<file path="config.mk">
export PLATFORM = sky130hd
export DESIGN_NAME = call_stack
export DESIGN_NICKNAME = d
export VERILOG_FILES = /design/src/rtl/call_stack_pkg.sv /design/src/rtl/stack_mem.sv /design/src/rtl/call_stack.sv
export SDC_FILE = /design/constraint.sdc
export NUM_CORES = 1
export LEC_CHECK = 0
export BUFFER_PORTS_ARGS = -buffer_cell sky130_fd_sc_hd__buf_2
export CAP_MARGIN = 20
export CORE_ASPECT_RATIO = 0.8
export CORE_MARGIN = 5
export CORE_UTILIZATION = 55
export CTS_CLUSTER_DIAMETER = 100
export DETAILED_ROUTE_END_ITERATION = 6
export PLACE_DENSITY = 0.75
export SYNTH_ARGS = -nofsm -noshare
export SYNTH_HDL_FRONTEND = slang
export SYNTH_HIERARCHICAL = 1
export SYNTH_SLANG_ARGS = --single-unit
</file>
<file path="constraint.sdc">
create_clock -name clk -period 3.4 [get_ports clk]
set_clock_uncertainty 0.15 [all_clocks]
set_input_delay 0 -clock clk [delete_from_list [all_inputs] [get_ports clk]]
set_output_delay 0 -clock clk [all_outputs]
set_load 0.01 [all_outputs]
</file>
<file path="src/rtl/call_stack_pkg.sv">
// call_stack_pkg
//   Shared definitions for the subroutine call stack: default widths and
//   depth that match the control unit's PC / code-memory address, and the
//   per-cycle operation decode formed from {push, pop}.
package call_stack_pkg;

    localparam int CS_PC_W    = 9;
    localparam int CS_FLAGS_W = 4;
    localparam int CS_DEPTH   = 16;

    // Per-cycle operation, encoded directly as {push, pop}.
    typedef enum logic [1:0] {
        OP_NONE    = 2'b00,
        OP_POP     = 2'b01,
        OP_PUSH    = 2'b10,
        OP_REPLACE = 2'b11
    } stack_op_e;

endpackage

</file>
<file path="src/rtl/stack_mem.sv">
// stack_mem
//   DEPTH x WIDTH register file backing the call stack. One synchronous
//   write port and one asynchronous read port. Contents are never reset.
// Ports
//   clk    in   system clock
//   we     in   write enable
//   waddr  in   write address
//   wdata  in   write data
//   raddr  in   read address
//   rdata  out  read data (combinational from raddr)
module stack_mem #(
    parameter int DEPTH = 16,
    parameter int WIDTH = 13
) (
    input  logic                     clk,
    input  logic                     we,
    input  logic [$clog2(DEPTH)-1:0] waddr,
    input  logic [WIDTH-1:0]         wdata,
    input  logic [$clog2(DEPTH)-1:0] raddr,
    output logic [WIDTH-1:0]         rdata
);

    logic [WIDTH-1:0] mem_q [DEPTH];

    always_ff @(posedge clk) begin
        if (we) begin
            mem_q[waddr] <= wdata;
        end
    end

    assign rdata = mem_q[raddr];

endmodule

</file>
<file path="src/rtl/call_stack.sv">
// call_stack
//   Hardware LIFO for subroutine call/return. A push saves {in_pc, in_flags};
//   a pop returns the top entry on out_pc/out_flags one cycle after the pop
//   edge. Push and pop together replace the top entry while returning the old
//   one. The stack pointer saturates at 0 and DEPTH; any overflow or
//   underflow attempt sets the sticky out_error, cleared only by reset.
// Ports
//   clk, reset            clock, synchronous active-high reset
//   in_push_en/in_pop_en  operation request for this cycle
//   in_pc/in_flags        entry to save
//   out_pc/out_flags      last popped entry (registered)
//   out_count             occupancy, out_empty/out_full derived from it
//   out_error             sticky overflow/underflow flag
// Configuration
//   CALL_STACK_PEEK_EN    adds out_top_pc/out_top_flags, a combinational view
//                         of the current top entry (0 when empty).
module call_stack
    import call_stack_pkg::*;
#(
    parameter int DEPTH   = CS_DEPTH,
    parameter int PC_W    = CS_PC_W,
    parameter int FLAGS_W = CS_FLAGS_W
) (
    input  logic                       clk,
    input  logic                       reset,
    input  logic                       in_push_en,
    input  logic                       in_pop_en,
    input  logic [PC_W-1:0]            in_pc,
    input  logic [FLAGS_W-1:0]         in_flags,
    output logic [PC_W-1:0]            out_pc,
    output logic [FLAGS_W-1:0]         out_flags,
    output logic [$clog2(DEPTH):0]     out_count,
    output logic                       out_empty,
    output logic                       out_full,
    output logic                       out_error
`ifdef CALL_STACK_PEEK_EN
    ,
    output logic [PC_W-1:0]            out_top_pc,
    output logic [FLAGS_W-1:0]         out_top_flags
`endif
);

    localparam int AW = $clog2(DEPTH);
    localparam int CW = AW + 1;
    localparam int EW = PC_W + FLAGS_W;

    logic [CW-1:0]      sp_q, sp_d;
    logic [PC_W-1:0]    out_pc_q, out_pc_d;
    logic [FLAGS_W-1:0] out_flags_q, out_flags_d;
    logic               error_q, error_d;

    logic               mem_we;
    logic [AW-1:0]      mem_waddr;
    logic [AW-1:0]      top_addr;
    logic [EW-1:0]      mem_rdata;
    logic               is_empty, is_full;
    stack_op_e          op;

    assign is_empty = (sp_q == '0);
    assign is_full  = (sp_q == CW'(DEPTH));
    // At sp == DEPTH the low bits wrap to 0, so subtracting one still lands
    // on the last entry.
    assign top_addr = sp_q[AW-1:0] - AW'(1);
    assign op       = stack_op_e'({in_push_en, in_pop_en});

    always_comb begin
        sp_d        = sp_q;
        out_pc_d    = out_pc_q;
        out_flags_d = out_flags_q;
        error_d     = error_q;
        mem_we      = 1'b0;
        mem_waddr   = sp_q[AW-1:0];

        case (op)
            OP_PUSH: begin
                if (is_full) begin
                    error_d = 1'b1;
                end else begin
                    mem_we = 1'b1;
                    sp_d   = sp_q + CW'(1);
                end
            end
            OP_POP: begin
                if (is_empty) begin
                    error_d = 1'b1;
                end else begin
                    {out_pc_d, out_flags_d} = mem_rdata;
                    sp_d = sp_q - CW'(1);
                end
            end
            OP_REPLACE: begin
                mem_we = 1'b1;
                if (is_empty) begin
                    // Nothing to return: the push still happens, the pop is an underflow.
                    error_d = 1'b1;
                    sp_d    = sp_q + CW'(1);
                end else begin
                    {out_pc_d, out_flags_d} = mem_rdata;
                    mem_waddr = top_addr;
                end
            end
            default: ;
        endcase

        // Reset wins over any operation, including the RAM write.
        if (reset) begin
            mem_we = 1'b0;
        end
    end

    always_ff @(posedge clk) begin
        if (reset) begin
            sp_q        <= '0;
            out_pc_q    <= '0;
            out_flags_q <= '0;
            error_q     <= 1'b0;
        end else begin
            sp_q        <= sp_d;
            out_pc_q    <= out_pc_d;
            out_flags_q <= out_flags_d;
            error_q     <= error_d;
        end
    end

    stack_mem #(
        .DEPTH (DEPTH),
        .WIDTH (EW)
    ) u_stack_mem (
        .clk   (clk),
        .we    (mem_we),
        .waddr (mem_waddr),
        .wdata ({in_pc, in_flags}),
        .raddr (top_addr),
        .rdata (mem_rdata)
    );

    assign out_pc    = out_pc_q;
    assign out_flags = out_flags_q;
    assign out_count = sp_q;
    assign out_empty = is_empty;
    assign out_full  = is_full;
    assign out_error = error_q;

`ifdef CALL_STACK_PEEK_EN
    assign out_top_pc    = is_empty ? '0 : mem_rdata[EW-1:FLAGS_W];
    assign out_top_flags = is_empty ? '0 : mem_rdata[FLAGS_W-1:0];
`endif

endmodule

</file>
* After elaboration in Yosys (flattened, before gate mapping) *
Memories as Yosys holds them, arrays and structs flattened. A register that Yosys moved wholly into a read port is not among the register bits.
Index checks and enable logic that the tools add are counted.

operators by class
  add/subtract/negate cells = 3
  equality and inequality tests = 9
  muxes and demuxes = 14
  bitwise gates (word level) = 1
  reductions and logical operators = 7

operator list
  kind                                                                   number
  5-bit 2-to-1 mux                                                       3
  5-bit case mux with 3 select lines                                     1
  4-bit 2-to-1 mux                                                       2
  2-bit != test, second input constant                                   4
  1-bit 2-to-1 mux                                                       6
  5-bit by 1-bit adder with 5-bit output, second input constant          1
  5-bit equality test, second input constant                             1
  5-bit logical NOT                                                      1
  5-bit by 1-bit subtractor with 5-bit output, second input constant     1
  2-bit equality test, second input constant                             2
  1-bit case mux with 2 select lines                                     2
  4-bit AND reduction                                                    1
  4-bit by 1-bit subtractor with 4-bit output, second input constant     1
  3-bit AND reduction                                                    1
  3-bit nonzero test                                                     1
  2-bit by 1-bit equality test with 1-bit output, second input constant  1
  2-bit by 1-bit != test with 1-bit output, second input constant        1
  2-bit AND reduction                                                    1
  2-bit nonzero test                                                     1
  2-bit OR reduction                                                     1
  1-bit inverter                                                         1

word-level totals
  bits in registers = 6
  bits in writable memories = 208
  output and inout bits = 21
  memories = 1

memories
  name               words  bits a word  read ports  clocked after Yosys merged registers in  wr ports  RTL line         text
  u_stack_mem.mem_q  16     13           1           1                                        1         stack_mem.sv:23  logic [WIDTH-1:0] mem_q [DEPTH];

* Longest topological paths before layout *
  word-level depth = 6
  gate-level depth with buffers = 11

* By module *
Netlist, hierarchy kept.

modules (own cells, without submodules)
  module      instances  cells each  area an instance (µm²)  sequential area each (µm²)
  stack_mem   1          342         7,982.7                 6,246.0
  call_stack  1          108         1,028.5                 380.4

* Least setup slack after synthesis *
Ideal clock, no wire load.

  path kind = flip-flop to flip-flop
  from = register sp_q[1], in the netlist out_count[1]
  to = memory u_stack_mem.mem_q[0][0] (enable)
  library setup time = 0.400 ns
  data arrival time = 3.182 ns
  data required time = 2.850 ns
  path slack = -0.332 ns
  cell stages (with the launch flop) = 9
  path buffers = 1
  clock period less this slack = 3.732 ns
  cells stage by stage = dfxtp_1 clkbuf_1 inv_1 ha_1 nor4b_1 nor2_1 a22o_1 or3b_2 nor3_1

on the way
  elaborated cells between the ends (all ways) = 10

RTL lines
  what                    RTL line           text
  start, declared         call_stack.sv:47   logic [CW-1:0] sp_q, sp_d;
  start signal, assigned  call_stack.sv:118  sp_q <= sp_d;
  5-bit logical NOT       call_stack.sv:59   assign is_empty = (sp_q == '0);
  named net out_empty     call_stack.sv:33   output logic out_empty,
  4-bit 2-to-1 mux        call_stack.sv:93   if (is_empty) begin
  4-bit 2-to-1 mux        call_stack.sv:74   case (op)
  named net mem_waddr[2]  call_stack.sv:53   logic [AW-1:0] mem_waddr;
  end, declared           stack_mem.sv:23

The timed path passes the listed nets, and every way through them passes these cells.

* Worst setup path in the final report *
  from = register sp_q[1], in the netlist out_count[1]
  to = memory u_stack_mem.mem_q[5][0] (enable)

on the way
  elaborated cells between the ends (all ways) = 10

RTL lines
  what                    RTL line
  5-bit logical NOT       call_stack.sv:59
  4-bit 2-to-1 mux        call_stack.sv:93
  4-bit 2-to-1 mux        call_stack.sv:74
  named net mem_waddr[0]  call_stack.sv:53

The timed path passes the listed nets, and every way through them passes these cells.

==> run metrics <==
clock latency at the later pin of the worst-skew pair just over 0.5 ns; CTS tree done; clk root buf clkbuf_16; P_leak around 0.0038 µW; Worst EP required between 3 and 4 ns; max-slew violations 0; DP Wirelength roughly 11000 µm; Worst Hold Class in2reg; Netlist Area Pre-Place about 9000 µm²; routed wire length per instance between 20 and 25 µm; H-Tree Depth 1; DRC viols 0; distinct cell type count after synthesis 40; max_slew headroom 0.3440; first-pass GRT wire length ~28000 µm; Setup crit end kind flop; Critical Path End u_stack_mem/mem_q[5][0]; # fillers 1027; Via density roughly 6.0; DRT Pass-1 Iters 5; final setup vio count 0; Worst Reg-to-Reg Cells 8; fraction of layout cells with a size suffix above 1 0.2591; CP Class reg2reg; initial antenna violation count 0; CP Max Fanout 10; gpl congestion about 0.80; Vias between 4000 and 5000; WHS 0.2741 ns; postcts setup bufs 0; total CTS buffers 22; chip width roughly 150 µm; DIE HEIGHT roughly 120 µm; clock-pin slew on the worst setup and hold paths ~0.060 ns; final hold viol count 0; area grow syn2layout 17.00%; Mapped Cells between 400 and 500; DRC marker count from the first detailed-route iteration 477; #FFs+latches synth 227; status finished, final reports clean; Initial Util 0.5666; crit share post-route 0.9361; max frequency 0.3142 GHz; pin count of the biggest net entering global routing 55; met1 usage 0.2851; Tot GR Track Use 0.1943; clk buf depth 3; Worst Setup Start Kind flop; synth warn 6; grt ovf 0; RSZ-0062 raised after global routing no; Max VDD drop about 0.5 mV; Detailed Route WL roughly 18000 µm; met3 Use GR 0.04620; Pwr Density roughly 850 nW/µm²; IO Count 38; min cycle time layout ~3.2 ns; WP data arrival about 3.2 ns; Core Rows between 40 and 50; R2R Path End u_stack_mem/mem_q[5][0]; DRT antenna net count 0; global route hottest layer met2; Worst Max-Slew Pin Slew 0.9841 ns; R2R setup slack 0.22 ns; TNS Setup 0 ns; die area ~19000 µm²; crit path from out_count[1]; total of max-cap violations 0; vias in the first global route approximately 4800; number of port buffers 37; Seq/Total Area, Yosys 0.7354; worst r2r src out_count[1]; Nets 552; CTS Sinks around 230; n_diodes 0; Net Count, Synth 470; core footprint 15900 µm²; met2 GRT Util 0.2962; synthesized area per cell around 20 µm²
-- repair_timing --
action / in CTS / in global routing
resized for setup: 0 / 1
endpoints found under the hold margin: 227 / 0
hold buffers: 16 / 0
endpoints found under the setup margin: 0 / 2
-- power by group --
part	total (µW)	internal, µW	switching (µW)
registers	3410	3290	125
clock network	2650	1650	999
logic	2930	1270	1660
-- through the flow --
step / instances / util / power, µW / area (µm²) / setup slack (ns)
3_5_place_dp: 706 / 0.6017 / 6347 / 9568 / 0.3272
5_1_grt: 763 / 0.6629 / 9449 / 10540 / 0.01097
6_report: 763 / 0.6629 / 8987 / 10540 / 0.2174
2_1_floorplan: 450 / - / 5529 / 9026 / 0.02802
3_3_place_gp: 705 / 0.6009 / 6258 / 9557 / 0.4683
4_1_cts: 762 / 0.6622 / 9017 / 10530 / 0.2781
-- how the worst min path moves through the flow --
stage                           start  cells after the start                       end
after floorplan           in_flags[0]                      0   u_stack_mem/mem_q[0][0]
after global placement       in_pc[0]                      1  u_stack_mem/mem_q[10][4]
after detailed placement     in_pc[0]                      1  u_stack_mem/mem_q[11][4]
after CTS                    in_pc[0]                      2  u_stack_mem/mem_q[11][4]
after global routing         in_pc[0]                      2  u_stack_mem/mem_q[11][4]
final                        in_pc[5]                      2  u_stack_mem/mem_q[14][9]
-- placed cells by master (no fill, tap or decap), types with 2 or more instances in the layout --
master / netlist / final
clkbuf_8: 0 / 3
nor2_1: 35 / 35
dlygate4sd3_1: 0 / 16
buf_2: 3 / 37
nor3_2: 0 / 4
nand4_1: 2 / 2
xor2_1: 4 / 4
mux4_1: 24 / 24
nor2b_1: 5 / 5
bufinv_16: 0 / 5
buf_12: 1 / 2
a22o_1: 2 / 2
xnor2_1: 3 / 3
edfxtp_1: 208 / 208
inv_2: 0 / 2
ha_1: 3 / 3
nand2b_1: 3 / 3
inv_1: 4 / 2
clkbuf_16: 0 / 22
mux4_2: 28 / 28
mux2i_1: 14 / 14
clkbuf_1: 12 / 5
nand3b_1: 2 / 2
mux2_1: 3 / 3
a22oi_1: 26 / 26
clkinv_2: 0 / 2
nand2_1: 16 / 16
a21oi_1: 6 / 5
dfxtp_1: 19 / 19
buf_4: 2 / 26
-- cells by family (layout without fill, tap and decap cells) --
kind of cell,Yosys count,in the layout,share of synthesized area
buffers and inverters,28,126,0.01902
multiplexers,69,69,0.1593
XOR/XNOR,7,7,0.006804
AND/OR/NAND/NOR,79,79,0.04332
adder cells (fa/ha/maj),3,3,0.004166
flip-flops,227,227,0.7354
AO/OA/AOI/OAI,37,37,0.03208
-- routing by layer --
layer | share of wire | wire length (µm)
met3 | 0.078 | 1414
met4 | 0.023 | 426
met5 | 0 | 0
met2 | 0.47 | 8462
met1 | 0.43 | 7887
-- state kept, by name (all words and copies together) (netlist names) --
register / cells
out_flags: 4
out_pc: 9
u_stack_mem/mem_q: 208
out_error: 1
out_count: 5
-- area by class of cell --
type                       count  area [µm²]  share of cell area
tap                          215       269.0             0.02552
multi-input combinational    195        2237              0.2122
clock buffer                  30       610.6             0.05792
inverter                       4       15.01            0.001424
sequential                   227        6626              0.6285
clock inverter                10       192.7             0.01828
timing repair buffer          82       591.8             0.05614
-- critical path: stages, from the launching register on --
cell	delay (ns)
dfxtp_1	0.40
inv_1	0.11
ha_1	0.21
nor4b_1	0.41
nor2_1	0.21
xnor2_1	0.68
nand2b_1	0.23
nor2_1	0.22
buf_4	0.25
-- cells in the mapped netlist (all sizes together) --
cell type    n  share of area
a21oi        6         0.0033
a22o         2         0.0019
a22oi       26          0.022
a41o         1         0.0011
and2         1        0.00069
and3         1        0.00069
and4bb       1         0.0014
buf         11          0.012
clkbuf      13         0.0056
dfxtp       19          0.042
edfxtp     208           0.69
ha           3         0.0042
inv          4         0.0017
mux2         3         0.0037
mux2i       14          0.016
mux4        52           0.14
nand2       16         0.0067
nand2b       4         0.0036
nand3        1        0.00055
nand3b       2         0.0017
nand4        2         0.0014
nor2        35          0.015
nor2b        5         0.0035
nor3         5         0.0028
nor4b        1        0.00097
o21ai        1         0.0018
o22ai        1         0.0022
or3          1        0.00069
or3b         2         0.0022
or4          1        0.00083
or4b         1         0.0011
xnor2        3         0.0029
xor2         4         0.0039
Note: power is estimated with default switching activity, not from simulation.
